File: config.mk
export PLATFORM = sky130hd
export DESIGN_NAME = interrupt_handler_unit_flat
export DESIGN_NICKNAME = d
export VERILOG_FILES = /design/src/rtl/irq_pkg.sv /design/src/rtl/interrupt_handler_unit_if.sv /design/src/rtl/irq_priority_select.sv /design/src/rtl/interrupt_handler_unit.sv /design/src/flat_wrapper.sv
export SDC_FILE = /design/constraint.sdc
export NUM_CORES = 1
export LEC_CHECK = 0
export CAP_MARGIN = 20
export CELL_PAD_IN_SITES_DETAIL_PLACEMENT = 0
export CELL_PAD_IN_SITES_GLOBAL_PLACEMENT = 2
export CORE_ASPECT_RATIO = 1.4
export CORE_UTILIZATION = 20
export CTS_CLUSTER_DIAMETER = 30
export CTS_CLUSTER_SIZE = 16
export DETAILED_ROUTE_END_ITERATION = 8
export GPL_TIMING_DRIVEN = 0
export HOLD_SLACK_MARGIN = 0.02
export MAX_ROUTING_LAYER = met4
export PLACE_DENSITY = 0.84
export SYNTH_ARGS = -nofsm -noshare
export SYNTH_HDL_FRONTEND = slang
export SYNTH_SLANG_ARGS = --single-unit
File: constraint.sdc
create_clock -name clock -period 3.9 [get_ports clock]
set_clock_uncertainty 0.15 [all_clocks]
set_input_delay 0.975 -clock clock [delete_from_list [all_inputs] [get_ports clock]]
set_output_delay 0.975 -clock clock [all_outputs]
set_load 0.1 [all_outputs]
File: src/rtl/irq_pkg.sv
// Shared types and constants for the interrupt handler unit.
// State encoding, cause codes and the default handler vector.
package irq_pkg;

    typedef enum logic [1:0] {
        RUN     = 2'd0,
        ENTER   = 2'd1,
        HANDLER = 2'd2,
        EXIT    = 2'd3
    } irq_state_t;

    typedef enum logic [1:0] {
        CAUSE_NONE  = 2'd0,
        CAUSE_TIMER = 2'd1,
        CAUSE_IO    = 2'd2
    } cause_t;

    localparam logic [31:0] HANDLER_ADDR_DEFAULT = 32'd64;

    localparam int GRANT_TMR = 0;
    localparam int GRANT_IO  = 1;

endpackage

File: src/rtl/interrupt_handler_unit_if.sv
// CPU-side bundle of the interrupt handler unit.
// master = processor pipeline, slave = interrupt handler unit.
interface interrupt_handler_unit_if #(
    parameter int PC_WIDTH = 32
);
    logic                int_enable;
    logic                instr_boundary;
    logic [PC_WIDTH-1:0] pc_current;
    logic                rfi;
    logic                pc_load;
    logic [PC_WIDTH-1:0] pc_target;
    logic [PC_WIDTH-1:0] epc;
    logic [1:0]          cause;
    logic                in_handler;

    modport master (
        output int_enable,
        output instr_boundary,
        output pc_current,
        output rfi,
        input  pc_load,
        input  pc_target,
        input  epc,
        input  cause,
        input  in_handler
    );

    modport slave (
        input  int_enable,
        input  instr_boundary,
        input  pc_current,
        input  rfi,
        output pc_load,
        output pc_target,
        output epc,
        output cause,
        output in_handler
    );

endinterface

File: src/rtl/irq_priority_select.sv
// Fixed-priority arbiter between pending interrupt sources.
// Timer wins over I/O; grant is one-hot and used to clear the winner.
module irq_priority_select
    import irq_pkg::*;
(
    input  logic       pend_tmr,
    input  logic       pend_io,
    output logic [1:0] grant,
    output cause_t     code
);

    always_comb begin
        grant = 2'b00;
        code  = CAUSE_NONE;
        if (pend_tmr) begin
            grant[GRANT_TMR] = 1'b1;
            code             = CAUSE_TIMER;
        end else if (pend_io) begin
            grant[GRANT_IO] = 1'b1;
            code            = CAUSE_IO;
        end
    end

endmodule

File: src/rtl/interrupt_handler_unit.sv
// Interrupt entry/exit sequencer between the preemption timer and PC select.
// Define IO_INTERRUPT_EN to add the io_int request source (cause 2).
module interrupt_handler_unit
    import irq_pkg::*;
#(
    parameter int                  PC_WIDTH     = 32,
    parameter logic [PC_WIDTH-1:0] HANDLER_ADDR =
        PC_WIDTH'(HANDLER_ADDR_DEFAULT)
) (
    input  logic clock,
    input  logic reset,
    input  logic sigint,
`ifdef IO_INTERRUPT_EN
    input  logic io_int,
`endif
    interrupt_handler_unit_if.slave cpu,
    output logic timer_stop,
    output logic timer_reset
);

    irq_state_t          state_q;
    irq_state_t          state_d;
    logic                pend_tmr_q;
    logic                pend_io_q;
    logic [PC_WIDTH-1:0] epc_q;
    cause_t              cause_q;
    logic                take;
    logic [1:0]          grant;
    logic [1:0]          grant_eff;
    cause_t              sel_code;
    logic                tmr_req;
    logic                io_req;

    // Timer requests are only heard in RUN: once stopped it may lag one edge.
    assign tmr_req = sigint && (state_q == RUN);

`ifdef IO_INTERRUPT_EN
    assign io_req = io_int;
`else
    assign io_req = 1'b0;
`endif

    irq_priority_select u_sel (
        .pend_tmr (pend_tmr_q),
        .pend_io  (pend_io_q),
        .grant    (grant),
        .code     (sel_code)
    );

    always_comb begin
        state_d = state_q;
        take    = 1'b0;
        unique case (state_q)
            RUN: begin
                if ((pend_tmr_q || pend_io_q) &&
                    cpu.int_enable && cpu.instr_boundary) begin
                    take    = 1'b1;
                    state_d = ENTER;
                end
            end
            ENTER: begin
                state_d = HANDLER;
            end
            HANDLER: begin
                if (cpu.rfi && cpu.instr_boundary) begin
                    state_d = EXIT;
                end
            end
            EXIT: begin
                state_d = RUN;
            end
            default: begin
                state_d = RUN;
            end
        endcase
    end

    assign grant_eff = take ? grant : 2'b00;

    always_ff @(posedge clock) begin
        if (reset) begin
            state_q    <= RUN;
            pend_tmr_q <= 1'b0;
            pend_io_q  <= 1'b0;
            epc_q      <= '0;
            cause_q    <= CAUSE_NONE;
        end else begin
            state_q    <= state_d;
            // A grant consumes the request even if the line is still high.
            pend_tmr_q <= (pend_tmr_q | tmr_req) & ~grant_eff[GRANT_TMR];
            pend_io_q  <= (pend_io_q | io_req) & ~grant_eff[GRANT_IO];
            if (take) begin
                epc_q   <= cpu.pc_current;
                cause_q <= sel_code;
            end
            if (state_q == EXIT) begin
                cause_q <= CAUSE_NONE;
            end
        end
    end

    always_comb begin
        cpu.pc_target = '0;
        unique case (state_q)
            ENTER:   cpu.pc_target = HANDLER_ADDR;
            EXIT:    cpu.pc_target = epc_q;
            default: cpu.pc_target = '0;
        endcase
    end

    assign cpu.pc_load    = (state_q == ENTER) || (state_q == EXIT);
    assign cpu.in_handler = (state_q == ENTER) || (state_q == HANDLER);
    assign cpu.epc        = epc_q;
    assign cpu.cause      = cause_q;
    assign timer_stop     = cpu.in_handler;
    assign timer_reset    = (state_q == EXIT);

endmodule

File: src/flat_wrapper.sv
// flat-port wrapper written by rule: the top's interface ports become plain ports
module interrupt_handler_unit_flat import irq_pkg::*;
#(
    parameter int                  PC_WIDTH     = 32,
    parameter logic [PC_WIDTH-1:0] HANDLER_ADDR =
        PC_WIDTH'(HANDLER_ADDR_DEFAULT)
)
  (clock, reset, sigint, timer_stop, timer_reset, cpu_int_enable, cpu_instr_boundary, cpu_pc_current, cpu_rfi, cpu_pc_load, cpu_pc_target, cpu_epc, cpu_cause, cpu_in_handler);
  interrupt_handler_unit_if #(.PC_WIDTH(PC_WIDTH)) cpu_i ();
  input  logic clock;
  input  logic reset;
  input  logic sigint;
  output logic timer_stop;
  output logic timer_reset;
  input wire logic [$bits(cpu_i.int_enable)-1:0] cpu_int_enable;
  input wire logic [$bits(cpu_i.instr_boundary)-1:0] cpu_instr_boundary;
  input wire logic [$bits(cpu_i.pc_current)-1:0] cpu_pc_current;
  input wire logic [$bits(cpu_i.rfi)-1:0] cpu_rfi;
  output wire logic [$bits(cpu_i.pc_load)-1:0] cpu_pc_load;
  output wire logic [$bits(cpu_i.pc_target)-1:0] cpu_pc_target;
  output wire logic [$bits(cpu_i.epc)-1:0] cpu_epc;
  output wire logic [$bits(cpu_i.cause)-1:0] cpu_cause;
  output wire logic [$bits(cpu_i.in_handler)-1:0] cpu_in_handler;
  assign cpu_i.int_enable = cpu_int_enable;
  assign cpu_i.instr_boundary = cpu_instr_boundary;
  assign cpu_i.pc_current = cpu_pc_current;
  assign cpu_i.rfi = cpu_rfi;
  assign cpu_pc_load = cpu_i.pc_load;
  assign cpu_pc_target = cpu_i.pc_target;
  assign cpu_epc = cpu_i.epc;
  assign cpu_cause = cpu_i.cause;
  assign cpu_in_handler = cpu_i.in_handler;
  interrupt_handler_unit #(.PC_WIDTH(PC_WIDTH), .HANDLER_ADDR(HANDLER_ADDR)) u_core (.clock(clock), .reset(reset), .sigint(sigint), .cpu(cpu_i), .timer_stop(timer_stop), .timer_reset(timer_reset));
endmodule
# Yosys cells after proc, flatten, opt, wreduce, memory -nomap -nowiden
# Index checks and enable logic that the tools add are counted.
# word_totals
reg_bits	38
inputBits	38
output_inout_bits	70
elab_cells	37
# classes
n_eq_ne	5
muxes	12
bitwise_logic	5
n_reduce_logical	10
# op_table
cell	count
$pmux 32 s2	1
$mux 2	5
$pmux 2 s4	1
$mux 1	5
$eq 2x2->1 const B	2
$logic_and 1x1->1	4
$logic_or 1x1->1	3
$and 1x1->1	2
$eq 2x1->1 const B	1
$logic_not 2->1	1
$ne 2x1->1 const B	1
$ne 2x2->1 const B	1
$not 1->1	2
$reduce_and 2->1	1
$reduce_or 2->1	1
$or 1x1->1	1

# Logic depth before layout (Yosys ltp)
# logic_depth
depth_word	8
ltp_mapped	7
mapped_depth_nobuf	5

# Cells and area by module
# A second synthesis with hierarchy kept.
# hier_totals
cells_unflattened	210
area_unflattened_um2	1873.0
# by_module_without_submodules
module	instances	cells_each	area_each_um2	seq_area_each_um2
interrupt_handler_unit	1	206	1836.8	760.7
irq_priority_select	1	4	36.3	0.0

# Worst setup path after synthesis
# Ideal clock, no wire load.
# synth_path
path_kind	register -> output
startpoint	reg u_core.state_q[1]
endpoint	out cpu_pc_target[11]
arrival_time_ps	2325
required_ps	2775
slack_ps	450
stages_incl_launch_ff	4
n_path_buf	1
cell_sequence	dfxtp_1 ha_1 clkbuf_1 and2_1
# synth_via
elab_chain_cells	2
word_cells_on_any_way	3
cone_classes	eq/ne (2); mux (1)
# synth_rtl
element	line_no	source
start, declared	interrupt_handler_unit.sv:21	irq_state_t state_q;
start signal, assigned	interrupt_handler_unit.sv:88	state_q <= state_d;
$eq 2x2->1	--	
named net timer_reset	flat_wrapper.sv:14	output logic timer_reset;
$pmux 32 s2	interrupt_handler_unit.sv:104	unique case (state_q)
end, declared	flat_wrapper.sv:20	output wire logic [$bits(cpu_i.pc_target)-1:0] cpu_pc_target;
# The timed path passes the listed nets, and every way through them passes these cells.

# Worst setup path in the final report
# layout_path
startpoint	reg u_core.state_q[1]
endpoint	out cpu_pc_target[4]
# layout_via
elab_chain_cells	2
word_cells_on_any_way	3
cone_classes	eq/ne (2); mux (1)
# layout_rtl
element	line_no
$eq 2x2->1 / $eq 2x1->1 (equally long branches)	interrupt_handler_unit.sv:104
$pmux 32 s2 (*)	interrupt_handler_unit.sv:104
# Every way passes the cells marked *; elsewhere a longest branch is shown, timed or not.

==> reports/metrics.cfg <==
[timing]
max_freq_ghz=0.271
tightestPinTransition_ns=0.994
period_share=0.945
final-setup-viol-count=0
hold_ws_ns=0.312
maxSlewViolCount=0
fin_crit_ns=3.69
tns_ns=0
relSlewSlack=0.335
rsz0062_at_grt=false
hold_viol=0

[clock_tree]
cts_resized=38
cts_tree=yes
postCtsSetupBuffers=0
clock_latency_ns=0.27
clk_path_buf_depth=2
cts_hold_buf=0
cts.root.buffer_cell=clkbuf_16
cts_buffers=5
clock_sinks=38
clk_transition_reported_paths_ns=0.06
htree_num_levels=2

[global_route]
grt_first_pass_wirelength_um=8760
grt-ovfl-total=0
grt_max_degree=13
grt_pass1_vias=1661
globalRouteTotalUtil=0.132
antenna_found_initial=0

[final_layout]
drive_gt1_frac=0.0895
antennaDiodeCount=0
fin_nets=366
area_growth_pct=79.0
multi_input_comb_area_um2=816
design_area_mm2=0.00301
final_cells=426
seqCellArea_um2=761
nFillCells=892

[synthesis]
synth_compound_area_frac=0.146
yosysTopAreaCell=dfxtp_1
synth_top_family_by_area=simple AND/OR/NAND/NOR gates
syn_inst=209
avgSynthCellArea_um2=8.04
yosysMostFrequentCell=nand2_1
ys_ff_latch=38
syn-num-nets=252
synth_top_area_frac=0.453
yosys_warnings=0
ys_seq_area_frac=0.453
synth_edf_count=0
synthTopCellsByCount=nand2_1 (66), dfxtp_1 (38), a21oi_1 (33)
synth-adder-area-share=0.0372
async_reset_ff_frac=0
synthSimpleGateAreaFrac=0.290
yosys-mux-area-fraction=0.0119
synth_top_cells_by_area=dfxtp_1 (45%), nand2_1 (15%), and2_1 (12%)
synth_ff_type=dfxtp_1
syn_area_mm2=0.00168
ys_types=25
synthXorXnorAreaFrac=0

[power]
p_per_area_mw_per_mm2=526
combPwrFrac=0.382
p_int_mw=0.975
swShare=0.384
seqPwrFrac=0.278
static-leakage-power_nw=1.21
p_clk_frac=0.341
power_mw=1.58
max-vdd-ir-drop_mv=0.300
p_switching_mw=0.608

[drt]
drc=0
vias=1766
vias_per_cell=4.15
avgRoutedWirePerCell_um=12.8
first_pass_iters=5
drt_wl_total_um=5450
drt_iter0_markers=47
drtAntennaViolNets=0

[run]
max_cap_viol_count=0

[floorplanning]
dieArea_mm2=0.00878
boundaryPins=108
start_util=0.206
die_w_um=79.5
die_h_um=110
rows=39
core_area_mm2=0.00815

[critical_path]
cp_max_fo=10
cp-start-kind=flip-flop
critical_path_class=reg2out
worstPathArrival_ns=2.56
critPathRequiredTime_ns=2.77
critPathCaptureType=output pin

[hold_path]
hp-class=reg2reg

[placement]
place.gp.congestion=0.693
place_inst=418
io_buffers=107
placedInstanceArea_mm2=0.00288
dp_hpwl_um=4060

[status]
status=finished clean

cell type report:
| type | count | area share |
|---|---|---|
| repair buffers | 107 | 0.333 |
| well taps | 102 | 0.0424 |
| clock inverters | 2 | 0.0200 |
| plain buffers | 16 | 0.0320 |
| inverters | 2 | 0.00250 |
| clock buffers | 6 | 0.0462 |
| multi-input cells | 153 | 0.271 |
| flip-flops and latches | 38 | 0.253 |
final timing paths:
path / start / endpoint / slack [ns] / depth (start not counted)
worst min-delay path: u_core.cpu.epc[20] / u_core.cpu.epc[20] / 0.31 / 2
worst max register to register: u_core.state_q[1] / u_core.cpu.cause[0] / 2.15 / 3
worst max-delay path: u_core.state_q[1] / cpu_pc_target[4] / 0.21 / 4
worst min register to register: u_core.cpu.epc[20] / u_core.cpu.epc[20] / 0.31 / 2
stage by stage:
step                 util  worst slack [ns]
CTS                 0.375            0.0151
floorplan               -             0.450
detailed placement  0.353            0.0127
global route        0.369            0.0315
finish              0.369             0.214
global placement    0.353            0.0259
cell families after synthesis:
family,count (synthesis)
fa+ha+maj,5
buf+inv,18
compound gates,41
mux,2
simple gates,105
flops,38
critical path, cell delays in order (launching register included):
cell and delay (ns):
dfxtp_1 0.38, ha_1 0.42, clkbuf_1 0.43, and2_1 0.19
dlygate4sd2_1 0.85
sequential cells by signal, indices dropped and copies added, names as in the netlist:
name / cells
u_core.state_q: 2
u_core.pend_tmr_q: 1
u_core.cpu.epc: 32
u_core.pend_io_q: 1
u_core.cpu.cause: 2
routing by layer:
metal	track usage	part of all wire
met3	0.0298	0.068
met2	0.228	0.50
met4	0.0291	0.0088
met1	0.153	0.42
met5	-	0
cell usage in the layout, fill, tap and decap left out:
cell	Yosys	layout
a21oi_1	33	33
and2_1	31	31
ha_1	5	5
a22o_1	1	1
buf_1	1	1
dlygate4sd2_1	0	20
o2111a_1	1	1
clkbuf_1	6	6
bufinv_16	0	2
buf_6	2	2
buf_4	5	5
o211ai_1	1	1
nand2b_1	2	2
nand2_1	66	66
nor2_1	2	2
clkbuf_16	0	5
buf_2	2	2
or2_2	1	1
a2111oi_2	1	1
clkbuf_8	0	1
a211oi_1	2	2
nand3b_1	1	1
nor3_1	1	1
a21o_1	1	1
clkdlybuf4s50_1	0	78
dfxtp_1	38	38
inv_1	2	2
clkbuf_2	0	9
mux2i_1	2	2
o2111ai_2	1	1
nor3b_1	1	1
power groups by stage:
stage                     Sequential, mW  Clock, mW  Combinational, mW
after detailed placement           0.449          0              0.608
final                              0.439      0.539              0.604
after global placement             0.447          0              0.606
after global routing               0.445      0.572              0.634
after CTS                          0.440      0.555              0.610
after floorplan                    0.586          0              0.314
Power figures use the tool's default switching activity.
